$ cat src/rtl/loader_pkg.sv
// Shared definitions for the operand loader and the ALU datapath top.
package loader_pkg;

  localparam int unsigned LOADER_WIDTH = 4;
  localparam int unsigned LOADER_SEL_W = 2;

  typedef enum logic [1:0] {
    GET_A  = 2'd0,
    GET_B  = 2'd1,
    GET_OP = 2'd2,
    SHOW   = 2'd3
  } loader_state_t;

endpackage

$ cat src/rtl/btn_debounce.sv
// Button conditioner: two-flop synchroniser, counting debouncer and a
// registered one-cycle pulse on each rising edge of the debounced level.
module btn_debounce #(
  parameter int unsigned DEBOUNCE_CYCLES = 4
) (
  input  logic clk,
  input  logic rst,
  input  logic btn_raw,
  output logic level,
  output logic rise_pulse
);

  localparam int unsigned CNT_W = $clog2(DEBOUNCE_CYCLES + 1);

  logic             sync1;
  logic             sync2;
  logic [CNT_W-1:0] cnt;

  // The level only flips once the synchronised input has disagreed with it
  // for long enough; the pulse is raised on the same edge the level rises.
  always_ff @(posedge clk) begin
    if (rst) begin
      sync1      <= 1'b0;
      sync2      <= 1'b0;
      cnt        <= '0;
      level      <= 1'b0;
      rise_pulse <= 1'b0;
    end else begin
      sync1      <= btn_raw;
      sync2      <= sync1;
      rise_pulse <= 1'b0;
      if (sync2 != level) begin
        if (cnt == CNT_W'(DEBOUNCE_CYCLES)) begin
          level      <= sync2;
          cnt        <= '0;
          rise_pulse <= sync2;
        end else begin
          cnt <= cnt + CNT_W'(1);
        end
      end else begin
        cnt <= '0;
      end
    end
  end

endmodule

$ cat src/rtl/operand_loader.sv
// Turns a shared switch bank and load/clear buttons into a stable
// operand/opcode bus for the ALU datapath.
module operand_loader
  import loader_pkg::*;
#(
  parameter int unsigned WIDTH           = LOADER_WIDTH,
  parameter int unsigned SEL_W           = LOADER_SEL_W,
  parameter int unsigned DEBOUNCE_CYCLES = 4
) (
  input  logic             clk,
  input  logic             rst,
  input  logic [WIDTH-1:0] sw,
  input  logic             btn_load,
  input  logic             btn_clear,
  output logic [WIDTH-1:0] in0,
  output logic [WIDTH-1:0] in1,
  output logic [SEL_W-1:0] sel,
  output logic             oe,
  output logic [1:0]       state
);

  logic          load_p;
  logic          clear_p;
  logic          load_level;
  logic          clear_level;
  logic          unused_levels;

  loader_state_t state_q;
  loader_state_t state_nx;
  logic [WIDTH-1:0] in0_nx;
  logic [WIDTH-1:0] in1_nx;
  logic [SEL_W-1:0] sel_nx;
  logic             oe_nx;

  btn_debounce #(.DEBOUNCE_CYCLES(DEBOUNCE_CYCLES)) u_load_db (
    .clk        (clk),
    .rst        (rst),
    .btn_raw    (btn_load),
    .level      (load_level),
    .rise_pulse (load_p)
  );

  btn_debounce #(.DEBOUNCE_CYCLES(DEBOUNCE_CYCLES)) u_clear_db (
    .clk        (clk),
    .rst        (rst),
    .btn_raw    (btn_clear),
    .level      (clear_level),
    .rise_pulse (clear_p)
  );

  // Debounced levels are only of interest to LED/debug wrappers.
  assign unused_levels = load_level ^ clear_level;

  always_ff @(posedge clk) begin
    if (rst) begin
      state_q <= GET_A;
      in0     <= '0;
      in1     <= '0;
      sel     <= '0;
      oe      <= 1'b0;
    end else begin
      state_q <= state_nx;
      in0     <= in0_nx;
      in1     <= in1_nx;
      sel     <= sel_nx;
      oe      <= oe_nx;
    end
  end

  // Clear beats load; captured values persist across the SHOW->GET_A wrap.
  always_comb begin
    state_nx = state_q;
    in0_nx   = in0;
    in1_nx   = in1;
    sel_nx   = sel;
    if (clear_p) begin
      state_nx = GET_A;
      in0_nx   = '0;
      in1_nx   = '0;
      sel_nx   = '0;
    end else if (load_p) begin
      unique case (state_q)
        GET_A: begin
          in0_nx   = sw;
          state_nx = GET_B;
        end
        GET_B: begin
          in1_nx   = sw;
          state_nx = GET_OP;
        end
        GET_OP: begin
          sel_nx   = sw[SEL_W-1:0];
          state_nx = SHOW;
        end
        SHOW: begin
          state_nx = GET_A;
        end
        default: state_nx = GET_A;
      endcase
    end
    oe_nx = (state_nx == SHOW);
  end

  assign state = 2'(state_q);

endmodule

$ cat config.mk
export PLATFORM = sky130hd
export DESIGN_NAME = operand_loader
export DESIGN_NICKNAME = d
export VERILOG_FILES = /design/src/rtl/loader_pkg.sv /design/src/rtl/btn_debounce.sv /design/src/rtl/operand_loader.sv
export SDC_FILE = /design/constraint.sdc
export NUM_CORES = 1
export LEC_CHECK = 0
export ABC_CLOCK_PERIOD_IN_PS = 1700
export CELL_PAD_IN_SITES_DETAIL_PLACEMENT = 1
export CELL_PAD_IN_SITES_GLOBAL_PLACEMENT = 1
export CORE_MARGIN = 1.5
export CORE_UTILIZATION = 39
export DETAILED_ROUTE_END_ITERATION = 6
export GPL_TIMING_DRIVEN = 0
export PLACE_DENSITY = 0.86
export SLEW_MARGIN = 20
export SYNTH_ARGS = -nofsm -noshare
export SYNTH_HDL_FRONTEND = slang
export SYNTH_SLANG_ARGS = --single-unit
$ cat constraint.sdc
create_clock -name clk -period 1.7 [get_ports clk]
set_input_delay 0.34 -clock clk [delete_from_list [all_inputs] [get_ports clk]]
set_output_delay 0.34 -clock clk [all_outputs]
set_load 0.03 [all_outputs]
==> results.yml, run 1 <==
outcome:
  status: "completed"
layout:
  fillers: 322
  drive_gt1_share_pct: 15.4
  syn_to_final_growth_pct: 22.9
  antenna_cells: 0
  utilization_pct: 50.9
  nNetsFinal: 153
timing:
  fin_ws_ns: 0.187
  hold_violations: 0
  finClkSkew_ns: 0.0169
  slew_viol_final: 0
  fin_setup_tns_ns: 0
  max_slew.worst_pin.slew_ns: 0.464
  min_period_over_period_pct: 89.0
  rsz0062_at_grt: "no"
  min_period_ns: 1.51
  finalSetupViolCount: 0
  relSlewSlack_pct: 69.1
  max_freq_mhz: 661
detailed_routing:
  vias: 908
  drtIter0Drc: 52
  drc: 0
  drt_pass1_iterations: 4
  routed_wl_mm: 2.43
  avgViaCountPerCell: 5.44
  wl_per_cell_um: 14.5
  antenna_left: 0
power:
  ir_drop_mv: 0.441
  p_leak_nw: 0.592
  p_per_area_mw_per_mm2: 690
floorplanning:
  io_pins: 21
  die_x_um: 57.1
  core-area_mm2: 0.00276
  die_area_mm2: 0.00326
  rows: 19
  start_util_pct: 41.4
  die_h_um: 57.1
clock_tree:
  cts_tree: "built"
  clkLatencyLatePin_ns: 0.34
  numCtsBuffers: 3
  ctsResizeCount: 10
  clk_pin_slew_ns: 0.15
  cts_setup_buffers: 0
  cts-root-buf: "clkbuf_4"
  htree_levels: 1
  cts_num_sinks: 27
  hold_buffers: 0
  cts_buffer_depth: 2
grt:
  grtUsageMet2_pct: 31.2
  grt_max_degree: 16
  grt_pass1_vias: 937
  busiest_layer: "met2"
  gr-total-overflow: 0
  grt_util_met3_pct: 2.49
  grt_pass1_wl_mm: 4.19
  grt_usage_pct: 16.6
  grtUsageMet1_pct: 17.2
  antenna_found_initial: 0
logic_synthesis:
  ys_ff_latch: 27
  synth_edf_count: 0
  synth_area_mm2: 0.00114
  synth_flop_cell: "dfxtp_1"
  synthDistinctLibCells: 23
  synth.area.top_cells: "dfxtp_1 (47%), a21bo_2 (11%), ha_1 (8.8%)"
  async_flop_share_pct: 0
  syn_area_per_cell_um2: 10.2
  synth_nets: 128
  ys_warn_count: 0
  ys_seq_area_share_pct: 47.4
  netlist_instances: 112
  synth_top_area_share_pct: 47.4
  synth_area_leader_cell: "dfxtp_1"
setup_path:
  crit_buf_inv: 1
  path_delay_family: "flip-flops"
  worst-path-stages: 1
  startpoint_type: "flop"
  crit_path_top_delay_cell: "dfxtp_1"
  rr_worst_depth: 5
  worstSetupPathType: "reg -> out"
  cp_data_required_time_ns: 1.36
  path_cells: "dlygate4sd2_1"
  endpoint_kind: "output pin"
  critPathMaxStageDelay_ns: 0.42
  path_max_fanout: 4
  arrival_ns: 1.17
place:
  hpwl_mm: 1.91
  place_worst_setup_slack_ns: 0.0936
  place_congestion: 0.738
  port_buffers: 20
flow_run:
  maxCapViolCount: 0
min_path:
  holdPathStages: 1
  hp-class: "reg -> reg"
==> final timing paths <==
path,from,end,slack (ns)
max,state[0],state[0],0.19
min,u_clear_db.sync1,u_clear_db.sync2,0.45
max reg2reg,state[1],in1[1],0.31
min reg2reg,u_clear_db.sync1,u_clear_db.sync2,0.45
==> final cells by class <==
type	instances	area, um2	share of cell area, %
Multi-Input combinational cell	71	542	38.6
Sequential cell	27	541	38.5
Timing Repair Buffer	20	195	13.9
Tap cell	31	38.8	2.77
Inverter	8	30.0	2.14
Buffer	6	28.8	2.05
Clock buffer	3	22.5	1.61
Clock inverter	1	5.00	0.357
==> synth_stat cells (all sizes together) (2+ instances only) <==
cell	n
dfxtp	27
a21bo	12
a21oi	12
nand3	12
ha	8
inv	8
buf	6
a2111oi	4
nor2	4
nor2b	4
a211oi	2
nand2b	2
nand4b	2
or3b	2
xnor2	2
==> state kept, by name, summed over array words and instances, names as in the netlist <==
name	count
in1	4
in0	4
u_clear_db.cnt	3
state	2
u_load_db.rise_pulse	1
oe	1
u_load_db.cnt	3
u_clear_db.rise_pulse	1
u_load_db.sync1	1
u_load_db.sync2	1
u_clear_db.sync2	1
sel	2
u_load_db.level	1
u_clear_db.level	1
u_clear_db.sync1	1
==> layout by cell type, fill, tap and decap left out, drive strengths merged <==
| cell | netlist | final |
|---|---|---|
| or2 | 1 | 1 |
| nor3b | 1 | 1 |
| nand3 | 12 | 12 |
| nor4 | 1 | 1 |
| nor2b | 4 | 4 |
| xnor2 | 2 | 2 |
| buf | 6 | 6 |
| mux2i | 1 | 1 |
| clkdlybuf4s50 | 0 | 7 |
| a211oi | 2 | 2 |
| nand2b | 2 | 2 |
| a21oi | 12 | 12 |
| or3b | 2 | 2 |
| nand4b | 2 | 2 |
| nor3 | 1 | 1 |
| clkinv | 0 | 1 |
| dlymetal6s2s | 0 | 3 |
| inv | 8 | 8 |
| a2111oi | 4 | 4 |
| clkbuf | 0 | 3 |
| dlygate4sd2 | 0 | 10 |
| a21bo | 12 | 12 |
| nor2 | 4 | 4 |
| ha | 8 | 8 |
| dfxtp | 27 | 27 |
==> kinds of logic after synthesis <==
kind of cell             synth area share, %
AO/OA/AOI/OAI                           21.2
AND/OR/NAND/NOR                         15.1
flip-flops                              47.4
buffers and inverters                   5.15
adder cells (fa/ha/maj)                 8.77
XOR/XNOR                                1.54
multiplexers                           0.877
==> metal layers <==
layer	up-vias	wire length (um)
met4	0	63
li1	442	-
met2	26	1300
met1	434	972
met3	6	93
met5	-	0
==> through the flow <==
stage | area, um2 | total power, mW | hold slack [ns] | std cells
floorplan | 1140 | 0.673 | 0.414 | 112
global placement | 1380 | 0.698 | 0.419 | 163
detailed placement | 1380 | 0.700 | 0.446 | 163
CTS | 1400 | 0.976 | 0.467 | 167
global route | 1400 | 1.01 | 0.490 | 167
finish | 1400 | 0.968 | 0.453 | 167
==> report_power, final <==
| group | internal, mW | switching (mW) | total [mW] |
|---|---|---|---|
| combinational | 0.0221 | 0.0210 | 0.0431 |
| clock | 0.0885 | 0.194 | 0.283 |
| sequential | 0.639 | 0.00344 | 0.642 |
| total | 0.749 | 0.219 | 0.968 |
Note: power is estimated with default switching activity, not from simulation.
==> run 2, diff against run 1 <==
--- a/config.mk
+++ b/config.mk
@@ -5,14 +5,16 @@
 export SDC_FILE = /design/constraint.sdc
 export NUM_CORES = 1
 export LEC_CHECK = 0
+export ABC_AREA = 1
 export ABC_CLOCK_PERIOD_IN_PS = 1700
 export CELL_PAD_IN_SITES_DETAIL_PLACEMENT = 1
 export CELL_PAD_IN_SITES_GLOBAL_PLACEMENT = 1
 export CORE_MARGIN = 1.5
-export CORE_UTILIZATION = 39
+export CORE_UTILIZATION = 36
 export DETAILED_ROUTE_END_ITERATION = 6
 export GPL_TIMING_DRIVEN = 0
 export PLACE_DENSITY = 0.86
+export RECOVER_POWER = 25
 export SLEW_MARGIN = 20
 export SYNTH_ARGS = -nofsm -noshare
 export SYNTH_HDL_FRONTEND = slang
==> run 2 against run 1 <==
Non-clock buffer count down 4. Count of clock-buffer cells in the layout increased by 1. Utilization decreased by 2.5 points. Critical path type unchanged. Critical endpoint unchanged.
==> results.yml, run 2 <==
outcome:
  status: "completed"
grt:
  grt_pass1_vias: 930
  antenna_found_initial: 0
  gr-total-overflow: 0
  grt_usage_pct: 13.5
  grt_pass1_wl_mm: 3.49
  grt_max_degree: 15
logic_synthesis:
  synth_common_cells: "nor2_1 (29), dfxtp_1 (27), inv_1 (24), nand2_1 (23)"
  synth_edf_count: 0
  synth.area.top_cells: "dfxtp_1 (50%), nor2_1 (10%), ha_1 (9.3%)"
  synthDistinctLibCells: 14
  ys_seq_area_share_pct: 50.5
  synth_area_leader_cell: "dfxtp_1"
  synth_nets: 154
  ys_warn_count: 0
  async_flop_share_pct: 0
  synth_most_common_cell: "nor2_1"
  netlist_instances: 138
  synth_top_area_share_pct: 50.5
  syn_area_per_cell_um2: 7.76
  synth_flop_cell: "dfxtp_1"
  synth_area_mm2: 0.00107
  ys_ff_latch: 27
place:
  port_buffers: 20
  place_worst_setup_slack_ns: 0.266
  hpwl_mm: 1.65
  place_congestion: 0.699
detailed_routing:
  routed_wl_mm: 2.02
  vias: 891
  drt_pass1_iterations: 4
  drtIter0Drc: 5
  wl_per_cell_um: 10.4
  drc: 0
  avgViaCountPerCell: 4.62
  antenna_left: 0
setup_path:
  path_max_fanout: 4
  crit_buf_inv: 1
  cp_data_required_time_ns: 1.36
  path_cells: "dlygate4sd2_1"
  arrival_ns: 1.14
  worstSetupPathType: "reg -> out"
  critPathMaxStageDelay_ns: 0.42
  crit_path_top_delay_cell: "dlygate4sd2_1"
  endpoint_kind: "output pin"
  startpoint_type: "flop"
  startpoint: "state[0]"
  r2r-start: "state[0]"
  rr_worst_depth: 6
  r2r-end: "sel[0]"
  r2r_setup_slack_ns: 0.53
  path_delay_family: "buffers and inverters"
clock_tree:
  cts_setup_buffers: 0
  clk_pin_slew_ns: 0.14
  ctsResizeCount: 6
  numCtsBuffers: 3
  cts-root-buf: "clkbuf_4"
  clkLatencyLatePin_ns: 0.32
  cts_tree: "built"
  cts_num_sinks: 27
  htree_levels: 1
  hold_buffers: 0
  cts_buffer_depth: 2
min_path:
  holdPathEnd: "u_clear_db.sync2"
  min-delay-start: "u_clear_db.sync1"
  holdPathStages: 2
  hp-class: "reg -> reg"
floorplanning:
  die_h_um: 57.5
  core-area_mm2: 0.00278
  io_pins: 21
  start_util_pct: 38.5
  die_area_mm2: 0.00331
  die_x_um: 57.5
  rows: 19
layout:
  nNetsFinal: 179
  reg_top3: "in0 x4, in1 x4"
  multi_input_area_um2: 425
  antenna_cells: 0
  fillers: 370
  seq_area_um2: 541
  syn_to_final_growth_pct: 25.6
  layout_common_cells: "nor2_1 (29), dfxtp_1 (27), inv_1 (24)"
  final_common_cell: "nor2_1"
  drive_gt1_share_pct: 4.32
timing:
  fin_ws_ns: 0.219
  min_period_over_period_pct: 87.1
  relSlewSlack_pct: 71.1
  max_freq_mhz: 675
  rsz0062_at_grt: "no"
  fin_setup_tns_ns: 0
  min_period_ns: 1.48
  finalSetupViolCount: 0
  slew_viol_final: 0
  finClkSkew_ns: 0.00516
  max_slew.worst_pin.slew_ns: 0.434
  hold_violations: 0
power:
  p_per_area_mw_per_mm2: 714
  p_leak_nw: 0.725
  ir_drop_mv: 0.386
flow_run:
  maxCapViolCount: 0
-- run 2: worst max path at each step --
stage / end / slack, ns / depth (start not counted)
2_1_floorplan: oe / 0.42 / 6
3_3_place_gp: state[0] / 0.31 / 1
3_5_place_dp: sel[1] / 0.27 / 5
4_1_cts: in0[1] / 0.0007 / 1
5_1_grt: state[0] / 0.17 / 1
6_report: state[0] / 0.22 / 1
-- run 2: worst reg2reg max path: stages (launching register included) --
cell and delay (ns):
dfxtp_1 0.41, inv_1 0.10, ha_1 0.20, nand2_1 0.15
inv_1 0.08, nor2_1 0.10, nor2_1 0.05
-- run 2: power breakdown --
part / switching (mW) / total (mW) / internal (mW) / leakage (nW)
registers: 0.00310 / 0.642 / 0.639 / 0.218
clock network: 0.181 / 0.273 / 0.0918 / 0.0150
logic: 0.0230 / 0.0455 / 0.0225 / 0.492
total: 0.207 / 0.960 / 0.753 / 0.725
-- run 2: cells by family after synthesis --
group | share of synthesized area (%)
flops | 50.5
xor+xnor | 1.64
fa+ha+maj | 9.35
buf+inv | 9.81
compound gates | 6.54
simple gates | 22.2
-- run 2: area by class of cell --
class	instances	area share (%)
buffer	2	0.651
clock buffer	4	1.95
inverter	25	7.07
multi-input combinational	84	31.6
sequential	27	40.2
tap	31	2.88
timing repair buffer	20	15.6
-- run 2: through the flow --
stage               power (mW)  std cells  util [%]  cell area (um2)  hold WS (ns)
finish                   0.960        193      48.4             1350         0.415
floorplan                0.677        138         -             1070         0.388
global placement         0.700        189      47.1             1310         0.390
CTS                      0.977        193      47.8             1330         0.421
global route              1.01        193      48.4             1350         0.443
detailed placement       0.703        189      47.1             1310         0.402
-- run 2: routing by layer --
| layer | wire length, um | GRT usage [%] | vias to the layer above |
|---|---|---|---|
| met5 | 0 | 0 | - |
| met4 | 21 | 5.98 | 0 |
| met3 | 97 | 2.04 | 4 |
| met2 | 1130 | 27.4 | 17 |
| met1 | 770 | 12.9 | 411 |
| li1 | - | - | 459 |
==> run 3, diff against run 2 <==
--- a/config.mk
+++ b/config.mk
@@ -5,14 +5,12 @@
 export SDC_FILE = /design/constraint.sdc
 export NUM_CORES = 1
 export LEC_CHECK = 0
-export ABC_AREA = 1
 export ABC_CLOCK_PERIOD_IN_PS = 1700
 export CELL_PAD_IN_SITES_DETAIL_PLACEMENT = 1
 export CELL_PAD_IN_SITES_GLOBAL_PLACEMENT = 1
 export CORE_MARGIN = 1.5
-export CORE_UTILIZATION = 36
+export CORE_UTILIZATION = 39
 export DETAILED_ROUTE_END_ITERATION = 6
-export GPL_TIMING_DRIVEN = 0
 export PLACE_DENSITY = 0.86
 export RECOVER_POWER = 25
 export SLEW_MARGIN = 20
==> run 3 against run 2 <==
Flip-flop and latch count is the same. Clock skew is 0.0032 ns lower. Hold slack better by 0.046 ns. Fmax shrank 1.9%. Cell area up 5.4%. Critical path type unchanged. Critical endpoint is now state[1]. Highest routed layer unchanged.
==> results.yml, run 3 (same netlist as run 1, synthesis figures left out) <==
outcome:
  status: "completed"
layout:
  nNetsFinal: 150
  finalInstanceArea_mm2: 0.00142
  layout_common_cells: "dfxtp_1 (27), nand3_1 (12), a21bo_2 (12), a21oi_1 (12), dlymetal6s2s_1 (9)"
  fin_cells: 164
  syn_to_final_growth_pct: 24.2
  antenna_cells: 0
  seq_area_um2: 541
  final_common_cell: "dfxtp_1"
  utilization_pct: 51.4
  reg_top3: "in0 x4, in1 x4"
  drive_gt1_share_pct: 15.0
  fillers: 309
  multi_input_area_um2: 542
timing:
  finClkSkew_ns: 0.00196
  fin_ws_ns: 0.191
  holdWs_ns: 0.461
  max_slew.worst_pin.slew_ns: 0.586
  max_freq_mhz: 663
  fin_setup_tns_ns: 0
  relSlewSlack_pct: 61.0
  slew_viol_final: 0
  min_period_over_period_pct: 88.8
  min_period_ns: 1.51
  hold_violations: 0
  finalSetupViolCount: 0
  rsz0062_at_grt: "no"
setup_path:
  cp_data_required_time_ns: 1.36
  worstSetupPathType: "reg -> out"
  arrival_ns: 1.17
  path_delay_family: "buffers and inverters"
  endpoint_kind: "output pin"
  crit_path_top_delay_cell: "dlygate4sd2_1"
  path_cells: "dlygate4sd2_1"
  startpoint: "state[1]"
  crit_buf_inv: 1
  startpoint_type: "flop"
  critPathMaxStageDelay_ns: 0.44
  r2r-start: "state[0]"
  path_max_fanout: 4
grt:
  grt_max_degree: 21
  grt_usage_pct: 15.4
  gr-total-overflow: 0
  antenna_found_initial: 0
  grt_pass1_wl_mm: 3.87
  grt_pass1_vias: 883
power:
  seqPwrFrac_pct: 66.8
  ir_drop_mv: 0.661
  power_frac_clock_pct: 28.7
  p_leak_nw: 0.665
  p_switching_mw: 0.210
  p_int_mw: 0.751
  power_frac_comb_pct: 4.5
  p_per_area_mw_per_mm2: 678
  swShare_pct: 21.8
  power.total_mw: 0.961
clock_tree:
  cts_setup_buffers: 0
  hold_buffers: 0
  cts_tree: "built"
  clkLatencyLatePin_ns: 0.32
  ctsResizeCount: 4
  clk_pin_slew_ns: 0.14
  cts_num_sinks: 27
  cts_buffer_depth: 2
  htree_levels: 1
  cts-root-buf: "clkbuf_4"
  numCtsBuffers: 3
detailed_routing:
  drtIter0Drc: 30
  wl_per_cell_um: 14.0
  drc: 0
  drt_pass1_iterations: 4
  routed_wl_mm: 2.30
  antenna_left: 0
  avgViaCountPerCell: 5.39
  vias: 884
floorplanning:
  die_x_um: 57.1
  die_h_um: 57.1
  rows: 19
  io_pins: 21
  core-area_mm2: 0.00276
  start_util_pct: 41.4
  die_area_mm2: 0.00326
place:
  port_buffers: 20
  hpwl_mm: 1.76
  place_area_mm2: 0.00137
  dp_cells: 160
  place_worst_setup_slack_ns: 0.131
  place_congestion: 0.685
min_path:
  min-delay-start: "u_load_db.sync1"
  hp-class: "reg -> reg"
flow_run:
  maxCapViolCount: 0
-- run 3: cell count changes in the layout (fill, tap and decap cells not counted), sizes merged, moves of 6 or more --
cell,before,now
inv,24,8
nand3,4,12
o21ai,8,0
a21bo,0,12
a21oi,6,12
nand2,25,0
nor2,29,4
-- run 3: cell type report --
cell class / instances / share of cell area [%]
Clock inverter: 1 / 0.530
Clock buffer: 3 / 1.59
Multi-Input combinational cell: 71 / 38.2
Timing Repair Buffer: 23 / 16.7
Sequential cell: 27 / 38.1
Inverter: 8 / 2.12
Tap cell: 31 / 2.74
-- run 3: path summary, 6_finish.rpt --
| check | endpoint | slack, ns | cells past startpoint |
|---|---|---|---|
| worst min-delay path | u_load_db.sync2 | 0.46 | 1 |
| worst min register to register | u_load_db.sync2 | 0.46 | 1 |
| worst max register to register | oe | 0.30 | 4 |
| worst max-delay path | state[1] | 0.19 | 1 |
-- run 3: power by group through the flow --
stage | Combinational, mW | Sequential, mW | Clock, mW
after global routing | 0.0484 | 0.644 | 0.317
after floorplan | 0.0182 | 0.655 | 0
final | 0.0433 | 0.642 | 0.276
after CTS | 0.0453 | 0.642 | 0.291
after detailed placement | 0.0450 | 0.656 | 0
after global placement | 0.0430 | 0.656 | 0
-- run 3: routing by layer --
layer | GRT usage [%] | share of wire [%]
met1 | 17.5 | 42
met2 | 26.1 | 48
met3 | 3.85 | 5.5
met4 | 8.64 | 4.0
met5 | 0 | 0
